$ cat src/rtl/obj_reporter_pkg.sv
// Shared widths, FSM state encoding and report record layout for the
// object reporter and its dividers.
package obj_reporter_pkg;

    localparam int LBL_WIDTH = 4;
    localparam int LOC_SIZE  = 8;
    localparam int MAX_LABEL = (1 << LBL_WIDTH) - 1;

    typedef enum logic [2:0] {
        RPT_IDLE = 3'd0,
        RPT_ADDR = 3'd1,
        RPT_READ = 3'd2,
        RPT_DIV  = 3'd3,
        RPT_OUT  = 3'd4,
        RPT_FIN  = 3'd5
    } rpt_state_e;

    typedef struct packed {
        logic [LBL_WIDTH-1:0] id;
        logic [LOC_SIZE-1:0]  area;
        logic [LOC_SIZE-1:0]  cx;
        logic [LOC_SIZE-1:0]  cy;
    } rpt_rec_t;

endpackage

$ cat src/rtl/obj_reporter_seq_divider.sv
// Restoring unsigned divider: one quotient bit per cycle, done pulses
// W cycles after the start edge; the remainder is not exported.
module seq_divider #(
    parameter int W = 8
) (
    input  logic         clk,
    input  logic         reset_n,
    input  logic         start,
    input  logic [W-1:0] dividend,
    input  logic [W-1:0] divisor,
    output logic [W-1:0] quotient,
    output logic         done
);

    localparam int CW = $clog2(W + 1);

    logic [W-1:0]  quo_q, quo_d, rem_q, rem_d, dvs_q, dvs_d;
    logic [CW-1:0] cnt_q, cnt_d;
    logic          run_q, run_d, done_q, done_d;
    logic [W:0]    step, diff;

    always_ff @(posedge clk or negedge reset_n) begin
        if (!reset_n) begin
            quo_q  <= '0;
            rem_q  <= '0;
            dvs_q  <= '0;
            cnt_q  <= '0;
            run_q  <= 1'b0;
            done_q <= 1'b0;
        end else begin
            quo_q  <= quo_d;
            rem_q  <= rem_d;
            dvs_q  <= dvs_d;
            cnt_q  <= cnt_d;
            run_q  <= run_d;
            done_q <= done_d;
        end
    end

    always_comb begin
        // rem < divisor always holds, so diff[W] is a clean borrow flag
        step   = {rem_q, quo_q[W-1]};
        diff   = step - {1'b0, dvs_q};
        quo_d  = quo_q;
        rem_d  = rem_q;
        dvs_d  = dvs_q;
        cnt_d  = cnt_q;
        run_d  = run_q;
        done_d = 1'b0;
        if (start) begin
            quo_d = dividend;
            rem_d = '0;
            dvs_d = divisor;
            cnt_d = CW'(W);
            run_d = 1'b1;
        end else if (run_q) begin
            quo_d = {quo_q[W-2:0], ~diff[W]};
            rem_d = diff[W] ? step[W-1:0] : diff[W-1:0];
            cnt_d = cnt_q - CW'(1);
            if (cnt_q == CW'(1)) begin
                run_d  = 1'b0;
                done_d = 1'b1;
            end
        end
    end

    assign quotient = quo_q;
    assign done     = done_q;

endmodule

$ cat src/rtl/obj_reporter.sv
// Walks labels 1..num_labels through the labeller's data table and emits one
// record (area, centroid) per live label over a valid/ready handshake.
module obj_reporter
    import obj_reporter_pkg::*;
(
    input  logic                 clk,
    input  logic                 reset_n,
    input  logic                 start,
    input  logic [LBL_WIDTH-1:0] num_labels,
    output logic [LBL_WIDTH-1:0] obj_id,
    input  logic [LOC_SIZE-1:0]  obj_area,
    input  logic [LOC_SIZE-1:0]  obj_x,
    input  logic [LOC_SIZE-1:0]  obj_y,
    output logic                 rpt_valid,
    input  logic                 rpt_ready,
    output logic [LBL_WIDTH-1:0] rpt_id,
    output logic [LOC_SIZE-1:0]  rpt_area,
    output logic [LOC_SIZE-1:0]  rpt_cx,
    output logic [LOC_SIZE-1:0]  rpt_cy,
    output logic                 busy,
    output logic                 done
);

    rpt_state_e           state_q, state_d, adv_state;
    logic [LBL_WIDTH-1:0] obj_id_q, obj_id_d, nlab_q, nlab_d, adv_id;
    logic [LOC_SIZE-1:0]  area_q, area_d, qx, qy;
    rpt_rec_t             rpt_q, rpt_d;
    logic                 div_start, dx_done, dy_done, last_id;

    seq_divider #(.W(LOC_SIZE)) u_div_x (
        .clk(clk), .reset_n(reset_n), .start(div_start),
        .dividend(obj_x), .divisor(obj_area), .quotient(qx), .done(dx_done)
    );

    seq_divider #(.W(LOC_SIZE)) u_div_y (
        .clk(clk), .reset_n(reset_n), .start(div_start),
        .dividend(obj_y), .divisor(obj_area), .quotient(qy), .done(dy_done)
    );

    always_ff @(posedge clk or negedge reset_n) begin
        if (!reset_n) begin
            state_q  <= RPT_IDLE;
            obj_id_q <= '0;
            nlab_q   <= '0;
            area_q   <= '0;
            rpt_q    <= '0;
        end else begin
            state_q  <= state_d;
            obj_id_q <= obj_id_d;
            nlab_q   <= nlab_d;
            area_q   <= area_d;
            rpt_q    <= rpt_d;
        end
    end

    // Compare before incrementing so the id stops at MAX_LABEL instead of wrapping
    assign last_id   = (obj_id_q == nlab_q);
    assign adv_state = last_id ? RPT_FIN : RPT_ADDR;
    assign adv_id    = last_id ? obj_id_q : obj_id_q + LBL_WIDTH'(1);

    always_comb begin
        state_d  = state_q;
        obj_id_d = obj_id_q;
        nlab_d   = nlab_q;
        area_d   = area_q;
        rpt_d    = rpt_q;
        case (state_q)
            RPT_IDLE: if (start) begin
                nlab_d   = num_labels;
                obj_id_d = LBL_WIDTH'(1);
                state_d  = (num_labels == '0) ? RPT_FIN : RPT_ADDR;
            end
            RPT_ADDR: state_d = RPT_READ;
            RPT_READ: begin
                area_d = obj_area;
                if (obj_area == '0) begin
                    state_d  = adv_state;
                    obj_id_d = adv_id;
                end else begin
                    state_d = RPT_DIV;
                end
            end
            RPT_DIV: if (dx_done && dy_done) begin
                rpt_d   = '{id: obj_id_q, area: area_q, cx: qx, cy: qy};
                state_d = RPT_OUT;
            end
            RPT_OUT: if (rpt_ready) begin
                state_d  = adv_state;
                obj_id_d = adv_id;
            end
            RPT_FIN:  state_d = RPT_IDLE;
            default:  state_d = RPT_IDLE;
        endcase
    end

    always_comb begin
        rpt_valid = (state_q == RPT_OUT);
        busy      = (state_q != RPT_IDLE);
        done      = (state_q == RPT_FIN);
        div_start = (state_q == RPT_READ) && (obj_area != '0);
    end

    assign obj_id   = obj_id_q;
    assign rpt_id   = rpt_q.id;
    assign rpt_area = rpt_q.area;
    assign rpt_cx   = rpt_q.cx;
    assign rpt_cy   = rpt_q.cy;

endmodule

$ cat config.mk
export PLATFORM = sky130hd
export DESIGN_NAME = obj_reporter
export DESIGN_NICKNAME = d
export VERILOG_FILES = /design/src/rtl/obj_reporter_pkg.sv /design/src/rtl/obj_reporter_seq_divider.sv /design/src/rtl/obj_reporter.sv
export SDC_FILE = /design/constraint.sdc
export NUM_CORES = 1
export LEC_CHECK = 0
export ABC_CLOCK_PERIOD_IN_PS = 6200
export BUFFER_PORTS_ARGS = -buffer_cell sky130_fd_sc_hd__buf_2
export CORE_MARGIN = 2
export CORE_UTILIZATION = 60
export DETAILED_ROUTE_END_ITERATION = 6
export PLACE_DENSITY = 0.82
export SYNTH_ARGS = -nofsm -noshare
export SYNTH_HDL_FRONTEND = slang
export SYNTH_SLANG_ARGS = --single-unit
$ cat constraint.sdc
create_clock -name clk -period 6.2 [get_ports clk]
set_input_delay 1.24 -clock clk [delete_from_list [all_inputs] [get_ports clk]]
set_output_delay 1.24 -clock clk [all_outputs]
set_load 0.05 [all_outputs]
==> results.toml, run 1 <==
[floorplanning]
initial_core_util = 0.619
dieHeight_um = 96.0
fp.coreArea_um2 = 8220
rows = 33
die_area_um2 = 9220
die_w_um = 96.0
io_pins = 67

[synthesis]
synth_commonest_cells = "99 x dfrtp_1, 62 x nand2_1, 47 x o21ai_0"
ys_seq_area_frac = 0.487
synth_top_flop_cell = "dfrtp_1"
syn_nets = 538
ys_types = 60
synth_top_family_by_area = "compound AO/OA/AOI/OAI gates"
avgSynthCellArea_um2 = 10.5
synth_fa_ha_area_frac = 0.0596
synth-compound-area-share = 0.140
synth.cell_area_um2 = 5080
synth_edf_count = 0
synth.largest_area_cell = "dfrtp_1"
ys_warn_count = 0
synth-simple-area-share = 0.124
synth_seq_cells = 99
synth_area_leaders = "dfrtp_1 49%, mux2_2 7.8%, ha_1 5.2%, mux2i_1 4.7%, o21ai_0 4.6%"
syn-instance-count = 483
synth_xor_xnor_area_share = 0.0276
postSynth.asyncResetShare = 1.00
yosysMostFrequentCell = "dfrtp_1"
yosysTopAreaCellShare = 0.487
synthMuxAreaShare = 0.125

[cts]
clock_latency_ns = 0.36
cts_buffer_depth = 2
cts_tree = "done"
cts_setup_buffers = 0
ctsHtreeMaxLevel = 3
cts_num_sinks = 99
root_buffer = "clkbuf_8"
cts_resized = 0
cts_buffers = 9
hold_buffers = 0
clkTransAtPathRegs_ns = 0.10

[routing]
vias = 3930
drtPass1Iterations = 5
routedWlPerCell_um = 17.4
drtIter0Drc = 283
drt.antenna.violating_nets = 0
drt-total-wl_mm = 11.4
remaining_drc_errors = 0
via_per_inst = 6.04

[flow_run]
drv_cap = 0

[worst_setup_path]
crit_buf_inv = 1
cp-start-kind = "primary input"
critPathRequiredTime_ns = 6.45
cp-end-kind = "register"
cp_slowest_cell = "nor4_1"
crit_path_cell_trace = "buf_2 -> nor4_1 -> nand2_1 -> nand2_1 -> and3_1 -> nand2_1 -> mux2_2"
crit_family = "simple AND/OR/NAND/NOR gates"
critPathKind = "primary input to register"
cp_data_arrival_time_ns = 3.88
slowest_delay_ns = 0.82
cp_common_cell = "nand2_1"
critPathMaxFanout = 27

[place]
io_buffers = 66
gp_congestion = 0.847
place_hpwl_mm = 7.84
dpl-instance-area_um2 = 5470

[timing]
clock_skew_ns = 0.00535
setup_tns_ns = 0
fmax_ghz = 0.276
slew-limit-headroom = 0.250
drv_slew = 0
hold_viol = 0
worstMarginPinSlew_ns = 1.12
rsz0062_at_grt = "no"
hold-worst-slack_ns = 0.488
post-route-period-util = 0.585
period_minus_slack_ns = 3.63
setup_viol_count_final = 0

[final_layout]
nFillCells = 612
stdcell_area_um2 = 5700
antennaDiodeCount = 0
post-route-util = 0.693
area_growth_pct = 12.1
nNetsFinal = 596
drive_gt1_frac = 0.238

[grt]
grt_pass1_wl_mm = 18.4
antenna_found_initial = 0
grt_pass1_vias = 3827
grt.overflow.total = 0
grt_max_degree = 85
grt_usage = 0.256

[hold_path]
hp-class = "register to register"

[power]
fin_total_pwr_uw = 3420
ir_worst_vdd_mv = 0.334
p_per_area_nw_per_um2 = 600
power.static_leakage_uw = 0.00288

[run_status]
status = "finished, final reports clean"
## worst register-to-register path, delay by kind of cell, from the launching register on
family / cells / cell delay (ns)
adder cells (fa/ha/maj): 2 / 0.66
AND/OR/NAND/NOR: 3 / 1.13
buffers and inverters: 1 / 0.07
flip-flops: 1 / 0.43
multiplexers: 1 / 0.42
AO/OA/AOI/OAI: 2 / 0.33
## layer usage
metal,vias up,part of all wire,global-route usage
met1,1951,0.43,0.344
met3,19,0.058,0.0478
li1,1826,-,-
met2,134,0.50,0.425
met4,0,0.013,0.0762
met5,-,0,0
## area by class of cell
class | instances | area [um2] | share of cell area
sequential | 99 | 2480 | 0.435
multi-input combinational | 341 | 2430 | 0.426
timing repair buffer | 69 | 355 | 0.0624
clock buffer | 10 | 138 | 0.0242
tap | 105 | 131 | 0.0231
clock inverter | 6 | 87.6 | 0.0154
inverter | 21 | 78.8 | 0.0138
## path summary, 6_finish.rpt
path	startpoint	to	slack [ns]	cells after the start
min in group asynchronous	reset_n	area_q[6]	0.72	1
min	area_q[3]	area_q[3]	0.49	2
max in group asynchronous	reset_n	u_div_x.run_q	4.20	2
max	obj_area[1]	obj_id[0]	2.57	7
max reg2reg	u_div_y.quotient[7]	u_div_y.rem_q[1]	3.09	9
min reg2reg	area_q[3]	area_q[3]	0.49	2
## cell usage in the layout, fill, tap and decap left out, types with 5 or more instances in the layout
cell type	synthesis	routed
inv_1	21	21
o21a_1	10	10
clkbuf_8	0	10
nor3_1	6	6
nand2b_1	8	8
buf_2	9	65
xnor2_1	9	9
nor4_1	5	5
mux2_2	35	35
nand3_1	6	6
mux2i_1	24	24
nand2_1	62	62
xor2_1	7	7
dfrtp_1	99	99
nor2_1	21	21
ha_1	21	21
o21ai_0	47	47
a21oi_1	19	19
## kinds of logic (layout without fill, tap and decap cells)
family,Yosys count,in the layout
adder cells (fa/ha/maj),23,23
AND/OR/NAND/NOR,131,131
multiplexers,59,59
AO/OA/AOI/OAI,112,112
buffers and inverters,43,106
XOR/XNOR,16,16
flip-flops,99,99
## sequential cells by signal (all words and copies together) (netlist names), 3 cells and up
name and cells:
area_q 8, nlab_q 4, obj_id 4, rpt_area 8, rpt_cx 8, rpt_cy 8, rpt_id 4, state_q 3
u_div_x.cnt_q 4, u_div_x.quotient 8, u_div_x.rem_q 8, u_div_y.cnt_q 4, u_div_y.dvs_q 8, u_div_y.quotient 8, u_div_y.rem_q 8
## where the power goes
part | internal [uW] | leakage [uW] | total, uW | switching, uW
logic | 787 | 0.00151 | 1820 | 1030
clock network | 239 | 0.000117 | 464 | 225
registers | 891 | 0.00126 | 1130 | 242
## per-stage QoR
| stage | instances | setup slack (ns) |
|---|---|---|
| finish | 651 | 2.57 |
| global placement | 635 | 2.43 |
| detailed placement | 635 | 2.28 |
| CTS | 651 | 2.63 |
| floorplan | 483 | 3.23 |
| global route | 651 | 2.46 |
(Power assumes the default switching activity.)
==> run 2: changes to the inputs <==
Settings changed: ABC_CLOCK_PERIOD_IN_PS 6200 to 3650, CORE_UTILIZATION 60 to 58, PLACE_DENSITY 0.82 to 0.8.
Clock period 6.2 ns to 3.65 ns, I/O delays scaled along.
==> run 2 against run 1 <==
Compared with the run above:
- non-clock buffer count up 4
- global-route usage down 0.98 points
- sequential cell count unchanged
- via count about the same
- register-to-register slack worse by 2.4 ns
- clock skew up 0.011 ns
- largest cell class unchanged
- highest routed layer unchanged
==> results.toml, run 2 (synthesis results as in run 1) <==
[grt]
grt_pass1_wl_mm = 19.0
grt_max_degree = 62
grt_usage = 0.246
antenna_found_initial = 0
grt_pass1_vias = 3983
grt.overflow.total = 0

[cts]
cts_resized = 0
cts_tree = "done"
root_buffer = "clkbuf_8"
hold_buffers = 0
ctsHtreeMaxLevel = 3
cts_num_sinks = 99
cts_buffer_depth = 2
cts_setup_buffers = 0
cts_buffers = 9
clock_latency_ns = 0.36
clkTransAtPathRegs_ns = 0.10

[floorplanning]
initial_core_util = 0.592
die_area_um2 = 9530
die_w_um = 97.6
dieHeight_um = 97.6
fp.coreArea_um2 = 8590
rows = 34
io_pins = 67

[worst_setup_path]
cp_data_arrival_time_ns = 3.27
ff2ff_setup_slack_ns = 0.66
critPathMaxFanout = 12
crit_path_cell_trace = "inv_1 -> ha_1 -> fa_1 -> nor2b_4 -> o2111a_1 -> nor2_1 -> a211oi_2 -> mux2_2 -> a21oi_1"
cp-end-kind = "register"
slowest_delay_ns = 0.80
cp_slowest_cell = "a211oi_2"
critPathRequiredTime_ns = 3.93
critPathKind = "register to register"
cp-start-kind = "register"

[final_layout]
area_growth_pct = 11.9
multiInputGateArea_um2 = 2430
final_common_cell = "dfrtp_1"
nNetsFinal = 600
layout.cells.most_common_list = "99 x dfrtp_1, 65 x buf_2, 62 x nand2_1"
nFillCells = 650
seq_area_um2 = 2480
stdcell_area_um2 = 5690
drive_gt1_frac = 0.242
post-route-util = 0.662
antennaDiodeCount = 0

[routing]
via_per_inst = 5.97
drtPass1Iterations = 4
remaining_drc_errors = 0
drt.antenna.violating_nets = 0
drt-total-wl_mm = 11.2
drtIter0Drc = 208
vias = 3929
routedWlPerCell_um = 17.0

[timing]
clock_skew_ns = 0.0165
setup_viol_count_final = 0
slew-limit-headroom = 0.346
fmax_ghz = 0.334
post-route-period-util = 0.819
drv_slew = 0
final.setup.worst_slack_ns = 0.659
hold-worst-slack_ns = 0.436
hold_viol = 0
period_minus_slack_ns = 2.99
setup_tns_ns = 0
worstMarginPinSlew_ns = 0.979
rsz0062_at_grt = "no"

[run_status]
status = "finished, final reports clean"

[power]
p_per_area_nw_per_um2 = 1000
ir_worst_vdd_mv = 0.707
pwr-share-comb = 0.559
p_sw_frac = 0.448
p_int_uw = 3140
p_sw_uw = 2550
power.static_leakage_uw = 0.00288
seqPwrFrac = 0.323
power_frac_clock = 0.118

[place]
io_buffers = 66
place_ws_ns = 0.728
gp_congestion = 0.870
dpl-instance-area_um2 = 5510
place_hpwl_mm = 7.97

[hold_path]
hp-class = "primary input to async pin"

[flow_run]
drv_cap = 0
run 2: cell types whose count changed in the layout (fill, tap and decap cells not counted):
cell / previous run / this run
clkbuf_1: 0 / 1
clkinv_4: 1 / 2
inv_6: 1 / 3
bufinv_16: 2 / 0
buf_4: 4 / 8
clkinv_2: 2 / 0
run 2: stage by stage:
step / power (uW) / instances
6_report: 5690 / 658
2_1_floorplan: 4330 / 483
4_1_cts: 5690 / 658
3_3_place_gp: 4810 / 642
3_5_place_dp: 5010 / 642
5_1_grt: 6170 / 658
run 2: layout make-up:
cell class | count | area share
flip-flops and latches | 99 | 0.435
well taps | 108 | 0.0237
multi-input cells | 341 | 0.427
clock inverters | 5 | 0.00770
repair buffers | 73 | 0.0677
inverters | 21 | 0.0139
clock buffers | 11 | 0.0248
run 2: worst paths after layout:
check | from | to | depth (start not counted)
worst max-delay path | u_div_x.quotient[7] | u_div_x.rem_q[1] | 9
worst min-delay path | reset_n | u_div_y.rem_q[4] | 1
worst max register to register | u_div_x.quotient[7] | u_div_x.rem_q[1] | 9
worst min register to register | area_q[5] | area_q[5] | 2
max in group asynchronous | reset_n | u_div_x.done | 2
min in group clk | area_q[5] | area_q[5] | 2
run 2: critical path: cells and delay by family (launching register included):
family	cells	cell delay, ns
buffers and inverters	1	0.08
AO/OA/AOI/OAI	3	1.13
AND/OR/NAND/NOR	2	0.22
adder cells (fa/ha/maj)	2	0.69
multiplexers	1	0.42
flip-flops	1	0.38
run 2: power groups by stage:
| stage | sequential (uW) | clock [uW] | combinational (uW) |
|---|---|---|---|
| finish | 1840 | 672 | 3180 |
| global route | 1890 | 727 | 3550 |
| CTS | 1830 | 678 | 3180 |
| detailed placement | 1850 | 0 | 3160 |
| global placement | 1830 | 0 | 2990 |
| floorplan | 1850 | 0 | 2490 |
run 2: layer usage:
layer	global-route usage	routed length (um)	vias to the layer above
li1	-	-	1843
met5	0	0	-
met2	0.405	5520	117
met4	0.0823	214	0
met3	0.0504	678	18
met1	0.329	4800	1951
